--- config.mk ---
export PLATFORM = sky130hd
export DESIGN_NAME = i2c_slave_tx_ctrl
export DESIGN_NICKNAME = d
export VERILOG_FILES = /design/src/rtl/i2c_slave_tx_ctrl.sv
export SDC_FILE = /design/constraint.sdc
export NUM_CORES = 1
export LEC_CHECK = 0
export BUFFER_PORTS_ARGS = -buffer_cell sky130_fd_sc_hd__buf_2
export CAP_MARGIN = 5
export CELL_PAD_IN_SITES_DETAIL_PLACEMENT = 2
export CELL_PAD_IN_SITES_GLOBAL_PLACEMENT = 2
export CORE_MARGIN = 1.5
export CORE_UTILIZATION = 32
export CTS_CLUSTER_DIAMETER = 40
export DETAILED_ROUTE_END_ITERATION = 12
export GPL_TIMING_DRIVEN = 0
export PLACE_DENSITY = 0.84
export SYNTH_ARGS = -nofsm -noshare
export SYNTH_HDL_FRONTEND = slang
export SYNTH_SLANG_ARGS = --single-unit
--- constraint.sdc ---
create_clock -name Clk -period 1.6 [get_ports Clk]
set_input_delay 0.08 -clock Clk [delete_from_list [all_inputs] [get_ports Clk]]
set_output_delay 0.08 -clock Clk [all_outputs]
set_load 0.01 [all_outputs]
--- src/rtl/i2c_slave_tx_ctrl.sv ---
// I2C slave transmit sequencer for master-read transfers: one-entry holding buffer,
// MSB-first shifter, ACK/NACK sampling. Define CLOCK_STRETCH_EN to stretch SCL on underrun.
module i2c_slave_tx_ctrl #(
  parameter int         SYNC_STAGES = 2,
  parameter logic [7:0] IDLE_BYTE   = 8'hFF
) (
  input  logic       Clk,
  input  logic       Rst,
  input  logic       Scl_in,
  input  logic       Sda_in,
  input  logic       Start,
  input  logic       Stop,
  input  logic [7:0] Tx_data,
  input  logic       Tx_valid,
  output logic       Tx_ready,
  output logic       Sda_oe,
  output logic       Scl_oe,
  output logic       Busy,
  output logic       Nack_seen,
  output logic       Underrun
);

  typedef enum logic [2:0] {
    IDLE,
    LOAD,
    SHIFT,
    ACK
`ifdef CLOCK_STRETCH_EN
    , STRETCH
`endif
  } state_t;

  state_t                 state;
  logic [SYNC_STAGES-1:0] scl_sync;
  logic [SYNC_STAGES-1:0] sda_sync;
  logic                   scl_s;
  logic                   sda_s;
  logic                   scl_d;
  logic                   scl_fall;
  logic                   scl_rise;
  logic [7:0]             hold;
  logic                   hold_full;
  logic [7:0]             shifter;
  logic [2:0]             bitcnt;
  logic                   ack_ok;
  logic                   rise_seen;
  logic                   scl_oe_r;
  logic                   accept;
  logic                   bypass;

  assign scl_s    = scl_sync[SYNC_STAGES-1];
  assign sda_s    = sda_sync[SYNC_STAGES-1];
  assign Tx_ready = ~hold_full;
  assign accept   = Tx_valid & ~hold_full;
  assign Busy     = (state != IDLE);
  assign Scl_oe   = scl_oe_r;

`ifdef CLOCK_STRETCH_EN
  // While stretching, an accepted byte goes straight to the shifter instead of the buffer.
  assign bypass = (state == STRETCH) & ~Stop & ~Start;
`else
  assign bypass = 1'b0;
`endif

  // Synchronisers reset to the idle-bus level so reset release creates no edge events.
  always_ff @(posedge Clk) begin
    if (Rst) begin
      scl_sync <= '1;
      sda_sync <= '1;
      scl_d    <= 1'b1;
      scl_fall <= 1'b0;
      scl_rise <= 1'b0;
    end else begin
      scl_sync <= {scl_sync[SYNC_STAGES-2:0], Scl_in};
      sda_sync <= {sda_sync[SYNC_STAGES-2:0], Sda_in};
      scl_d    <= scl_s;
      scl_fall <= scl_d & ~scl_s;
      scl_rise <= ~scl_d & scl_s;
    end
  end

  // NOTE: the payload register needs no reset; hold_full alone says whether it is meaningful.
  always_ff @(posedge Clk) begin
    if (accept) hold <= Tx_data;
  end

  // NOTE: non-blocking assignments everywhere here, so every branch reads pre-edge values.
  always_ff @(posedge Clk) begin
    if (Rst) begin
      state     <= IDLE;
      shifter   <= '0;
      bitcnt    <= '0;
      hold_full <= 1'b0;
      ack_ok    <= 1'b0;
      rise_seen <= 1'b0;
      Sda_oe    <= 1'b0;
      scl_oe_r  <= 1'b0;
      Nack_seen <= 1'b0;
      Underrun  <= 1'b0;
    end else begin
      Nack_seen <= 1'b0;
      Underrun  <= 1'b0;
      if (accept && !bypass) hold_full <= 1'b1;

      if (Stop) begin
        state    <= IDLE;
        Sda_oe   <= 1'b0;
        scl_oe_r <= 1'b0;
      end else if (Start) begin
        state    <= LOAD;
        Sda_oe   <= 1'b0;
        scl_oe_r <= 1'b0;
      end else begin
        case (state)
          IDLE: ;
          LOAD: begin
            bitcnt    <= '0;
            rise_seen <= 1'b0;
            if (hold_full) begin
              shifter   <= hold;
              hold_full <= 1'b0;
              Sda_oe    <= ~hold[7];
              state     <= SHIFT;
            end else begin
`ifdef CLOCK_STRETCH_EN
              scl_oe_r <= 1'b1;
              Sda_oe   <= 1'b0;
              state    <= STRETCH;
`else
              shifter  <= IDLE_BYTE;
              Underrun <= 1'b1;
              Sda_oe   <= ~IDLE_BYTE[7];
              state    <= SHIFT;
`endif
            end
          end
          SHIFT: begin
            if (scl_fall) begin
              if (bitcnt == 3'd7) begin
                Sda_oe    <= 1'b0;
                rise_seen <= 1'b0;
                state     <= ACK;
              end else begin
                shifter <= {shifter[6:0], 1'b0};
                bitcnt  <= bitcnt + 3'd1;
                Sda_oe  <= ~shifter[6];
              end
            end
          end
          ACK: begin
            Sda_oe <= 1'b0;
            // SDA low at the 9th rise is an ACK; the decision waits for the 9th fall.
            if (scl_rise) begin
              ack_ok    <= ~sda_s;
              rise_seen <= 1'b1;
            end else if (scl_fall && rise_seen) begin
              if (ack_ok) begin
                state <= LOAD;
              end else begin
                Nack_seen <= 1'b1;
                state     <= IDLE;
              end
            end
          end
`ifdef CLOCK_STRETCH_EN
          STRETCH: begin
            if (accept) begin
              shifter  <= Tx_data;
              bitcnt   <= '0;
              Sda_oe   <= ~Tx_data[7];
              scl_oe_r <= 1'b0;
              state    <= SHIFT;
            end
          end
`endif
          default: state <= IDLE;
        endcase
      end
    end
  end

endmodule

; ---- Word level (Yosys, flattened, before mapping)
; Index checks and enable logic that the tools add are counted.
[word_totals]
register_bits = 34
inputBits = 15
output_inout_bits = 6
word_cells = 91
[classes]
n_addsub = 1
n_eq_ne = 15
n_mux = 29
n_bitwise = 15
n_reduce_logical = 15
[ops]
columns = cell, n
row1 = two-way mux 7 bit, 3
row2 = two-way mux 3 bit, 6
row3 = two-way mux 1 bit, 15
row4 = AND reduction 5 bit, 3
row5 = "!= test 2 bit, second input constant", 7
row6 = case mux 7 bit (2 select lines), 1
row7 = "!= test 3 bit, second input constant", 4
row8 = inverter 1 bit, 12
row9 = case mux 3 bit (4 select lines), 1
row10 = "== test 3 x 2 -> 1 bit, second input constant", 2
row11 = case mux 1 bit (3 select lines), 2
row12 = case mux 3 bit (2 select lines), 1
row13 = AND reduction 6 bit, 1
row14 = nonzero test 3 bit, 2
row15 = OR reduction 6 bit, 1
row16 = AND reduction 4 bit, 1
row17 = OR reduction 4 bit, 1
row18 = "adder 3 x 1 -> 3 bit, second input constant", 1
row19 = bitwise AND 1 bit, 3
row20 = "== test 3 x 1 -> 1 bit, second input constant", 1
row21 = "== test 3 bit, second input constant", 1
row22 = logical NOT 3 bit, 1
row23 = OR reduction 3 bit, 1
row24 = AND reduction 2 bit, 1
row25 = other kinds (3), 3

; ---- Depth between registers and ports, before layout
[depth]
depth_word = 7
mapped_depth = 5
ltp_nobuf = 5

; ---- Worst setup path after synthesis
; Ideal clock, no wire load.
[synth_timing]
kind = flip-flop to flip-flop
start = register state[0]
end = register rise_seen
setup_ns = 0.119
t_arrival_ns = 1.514
required_ns = 1.481
setup_slack_ns = -0.033
path_stages_with_launch = 6
path_buffers = 0
period_less_slack_ns = 1.633
path_cell_list = dfxtp_1 -> inv_1 -> ha_1 -> a21boi_1 -> or4_1 -> o221a_2
[synth_via]
elab_chain_len = 3
elab_cells_between_ends = 9
classes_between = eq/ne: 6 / mux: 1 / reduce/logical: 2
[synth_lines]
columns = element, line
row1 = start: declaration, 33  ; state_t state;
row2 = start signal: assignment, 90  ; state <= IDLE;
row3 = start signal: assignment, 106  ; state <= IDLE;
row4 = start signal: assignment, 110  ; state <= LOAD;
row5 = == test 3 x 2 -> 1 bit or == test 3 x 1 -> 1 bit (tied branches), 114  ; case (state)
row6 = != test 2 bit (no source line) or nonzero test 3 bit (tied branches), n/a
row7 = AND reduction 6 bit (no source line), n/a
row8 = end signal: assignment, 118  ; rise_seen <= 1'b0;
row9 = end signal: assignment, 141  ; rise_seen <= 1'b0;
row10 = end signal: assignment, 155  ; rise_seen <= 1'b1;
row11 = end: declaration, 46  ; logic rise_seen;
; Parallel ways exist; a longest one is shown, timed or not.
; A chain may end at the register's enable or synchronous reset.

; ---- Final worst setup path
[layout_timing]
start = register bitcnt[0]
end = register shifter[2]
[layout_via]
elab_chain_len = 3
[layout_lines]
columns = element, line
row1 = start: declaration, 44  ; logic [2:0] bitcnt;
row2 = start signal: assignment, 145  ; bitcnt <= bitcnt + 3'd1;
row3 = == test 3 bit, 139  ; if (bitcnt == 3'd7) begin
row4 = != test 2 bit (no source line), n/a
row5 = AND reduction 5 bit (no source line), n/a
row6 = end signal: assignment, 120  ; shifter <= hold;
row7 = end signal: assignment, 144  ; shifter <= {shifter[6:0], 1'b0};
row8 = end: declaration, 43  ; logic [7:0] shifter;
; Every way passes these cells.

==> summary.md <==
| Metric | Value |
|---|---|
| Run status | `finished clean` |
| HP Start | `Stop` |
| Crit Path Category | `register to register` |
| DRC violations left | `0` |
| Ys async rst share | `0%` |
| Antenna fix cells | `0` |
| Worst Hold Path EP | `state[0]` |
| Clock Power Share | `37.8%` |
| Max_cap viols | `0` |
| Net Switching | `0.436 mW` |
| Highest Clock Rate | `632 MHz` |
| Synth area leaders | `dfxtp_1 (36%), edfxtp_1 (17%), mux2i_1 (7.9%), ha_1 (6.3%), nand2_1 (4.0%)` |
| Die Y | `69.1 um` |
| Yosys synthesis warning count | `0` |
| Yosys cell types | `35` |
| Fin Setup TNS | `0 ns` |
| Mean routed wirelength per cell | `roughly 22 um` |
| GPL Wtd Cong | `0.714` |
| Slew Viols, Final | `0` |
| Clock skew | `0.0126 ns` |
| Relative slew slack | `a little over two fifths` |
| Fill count | `between 400 and 500` |
| GRT Total Usage | `20.0%` |
| Seq. cell area | `749 sq um` |
| Final hold violation count | `0` |
| Root buf cell | `clkbuf_8` |
| Total Wirelength | `4820 um` |
| Yosys top cell area share | `~36%` |
| Most common cell in the netlist | `dfxtp_1` |
| Worst R2R End | `shifter[2]` |
| Via density | `between 5 and 6` |
| P&R area growth vs syn | `35.5%` |
| Number of global-route vias before repair | `1,314` |
| Worst reg-to-reg setup slack | `0.02 ns` |
| Largest net degree at the start of global routing | `11` |
| Avg Inst Size Synth | `~11 sq um` |
| Initial Util | `34.2%` |
| Die Wd | `69.1 um` |
| Comb pwr share | `8.9%` |
| R2r startpoint | `bitcnt[0]` |
| Io pins | `21` |
| Fraction of layout cells with a size suffix above 1 | `37.0%` |
| FF+latch count, synth | `33` |
| CTS tree | `built` |
| Sw frac | `around 26%` |
| Total CTS buffers | `5` |
| Leakage power | `about 0.79 nW` |
| Worst setup SP type | `register` |
| Worst VDD drop | `0.711 mV` |
| Sequential share of the synthesized area | `53.0%` |
| CP max FO | `3` |
| EDFF count, synth | `8` |
| Arrival time worst endpoint | `1.80 ns` |
| Tmin final | `1.58 ns` |
| Sink Count | `33` |
| Power Dens Cells | `888 nW/um^2` |
| CP Capture Type | `register` |
| Grt total ovfl | `0` |
| Core ar. | `4090 sq um` |
| Worst-margin pin slew | `0.846 ns` |
| Setup violations, final | `0` |
| Synth top cells by count | `dfxtp_1 (25), nand2_1 (15), mux2i_1 (11)` |
| Fin Hold WS | `0.0912 ns` |
| CTS clk-pin slew, worst paths | `approximately 0.07 ns` |
| Reg2Reg Depth | `6` |
| H-tree depth | `2` |
| DRT iter0 DRCs | `56` |
| DRT antenna net count | `0` |
| Port Buffers | `19` |
| Initial antenna violation count | `0` |
| Multi-input gate area | `686 sq um` |
| Mapped Cells | `127` |
| Post-DP HPWL | `2580 um` |
| Mapped cell area | `1400 sq um` |
| HP Class | `primary input to register` |
| Cell depth of the worst hold path | `3` |
| RSZ-0062 raised after global routing | `yes` |
| Internal power | `1.25 mW` |
| Sequential share of power | `53.3%` |
| Final worst path period share | `99.0%` |
| Clock insertion delay at the later pin of the skew report | `0.30 ns` |
| Total die area | `4780 sq um` |
| Mapped Nets | `~150` |
| Clock tree buffer depth | `2` |
| Ys flop type | `dfxtp_1` |
| Vias | `1,218` |
| # rows | `23` |
| Req. time, crit path | `1.82 ns` |
| Leading area contributor after synthesis | `dfxtp_1` |
| First-pass GRT wire length | `about 7000 um` |
| Drt pass-1 iters | `4` |
| Nets | `between 150 and 200` |
layout by cell type (no fill, tap or decap), types with 3 or more instances in the layout:
cell type	instances
buf_2	19
buf_4	10
clkbuf_1	4
clkbuf_8	5
dfxtp_1	22
dlygate4sd3_1	10
edfxtp_1	8
ha_1	3
inv_1	5
mux2i_1	11
nand2_1	15
nor2_1	5
o221ai_1	4
or2_2	6
area by class of cell:
cell class / count / area share (%)
well taps: 50 / 3.30
clock inverters: 2 / 0.528
multi-input cells: 82 / 36.2
clock buffers: 6 / 3.83
flip-flops and latches: 33 / 39.5
inverters: 8 / 1.78
plain buffers: 4 / 0.990
repair buffers: 38 / 13.9
cells by family (layout without fill, tap and decap cells):
kind of cell	count (synthesis)	count (layout)	synth area share (%)
fa+ha+maj	7	7	6.26
compound gates	20	20	12.2
mux	11	11	7.87
buf+inv	12	58	3.49
flops	33	33	53.0
simple gates	43	43	17.0
other cells	1	1	0.268
critical path: stages, from the launching register on:
cell     delay [ns]
dfxtp_2        0.35
ha_2           0.20
ha_4           0.17
and3b_1        0.24
o21ai_4        0.19
buf_4          0.16
mux2i_1        0.20
power groups by stage:
stage               clock [mW]  sequential (mW)  combinational (mW)
global placement             0            0.912               0.103
detailed placement           0            0.914               0.111
floorplan                    0            0.909              0.0654
global route             0.671            0.899               0.162
finish                   0.637            0.897               0.150
CTS                      0.615            0.893               0.134
state kept, by name, indices dropped and copies added, names as in the netlist:
register / count
ack_ok: 1
sda_sync: 2
Sda_oe: 1
hold: 8
scl_sync: 2
shifter: 7
scl_d: 1
bitcnt: 3
state: 2
Underrun: 1
Nack_seen: 1
hold_full: 1
rise_seen: 1
scl_rise: 1
scl_fall: 1
repair_timing:
item,in CTS,in global routing
buffers inserted,4,5
endpoints found under the hold margin,10,0
pin swaps,2,0
hold buffers,10,0
resized for setup,11,12
gates cloned,0,0
setup endpoints to repair,13,13
layer usage:
metal  vias up  share of wire (%)  GRT usage [%]
li1        546                  -              -
met1       629                 41           24.5
met2        33                 53           34.1
met3        10                3.8           4.82
met4         0                2.2           6.75
met5         -                  0              0
stage by stage:
stage	area, sq um	cells	util (%)	power [mW]	worst slack [ns]
global route	1900	223	46.4	1.73	-0.0344
detailed placement	1560	196	38.2	1.02	-0.188
global placement	1560	196	38.2	1.01	-0.104
finish	1900	223	46.4	1.68	0.0168
floorplan	1400	127	-	0.974	0.0231
CTS	1810	218	44.2	1.64	0.00429
worst max-delay path by stage:
stage	from	depth (start not counted)	slack [ns]	end
6_report	bitcnt[0]	6	0.02	shifter[2]
5_1_grt	bitcnt[0]	6	-0.03	shifter[2]
4_1_cts	state[1]	4	0.004	rise_seen
3_5_place_dp	state[0]	5	-0.19	rise_seen
3_3_place_gp	state[0]	5	-0.10	rise_seen
2_1_floorplan	state[0]	5	0.02	rise_seen
Power figures use the tool's default switching activity.
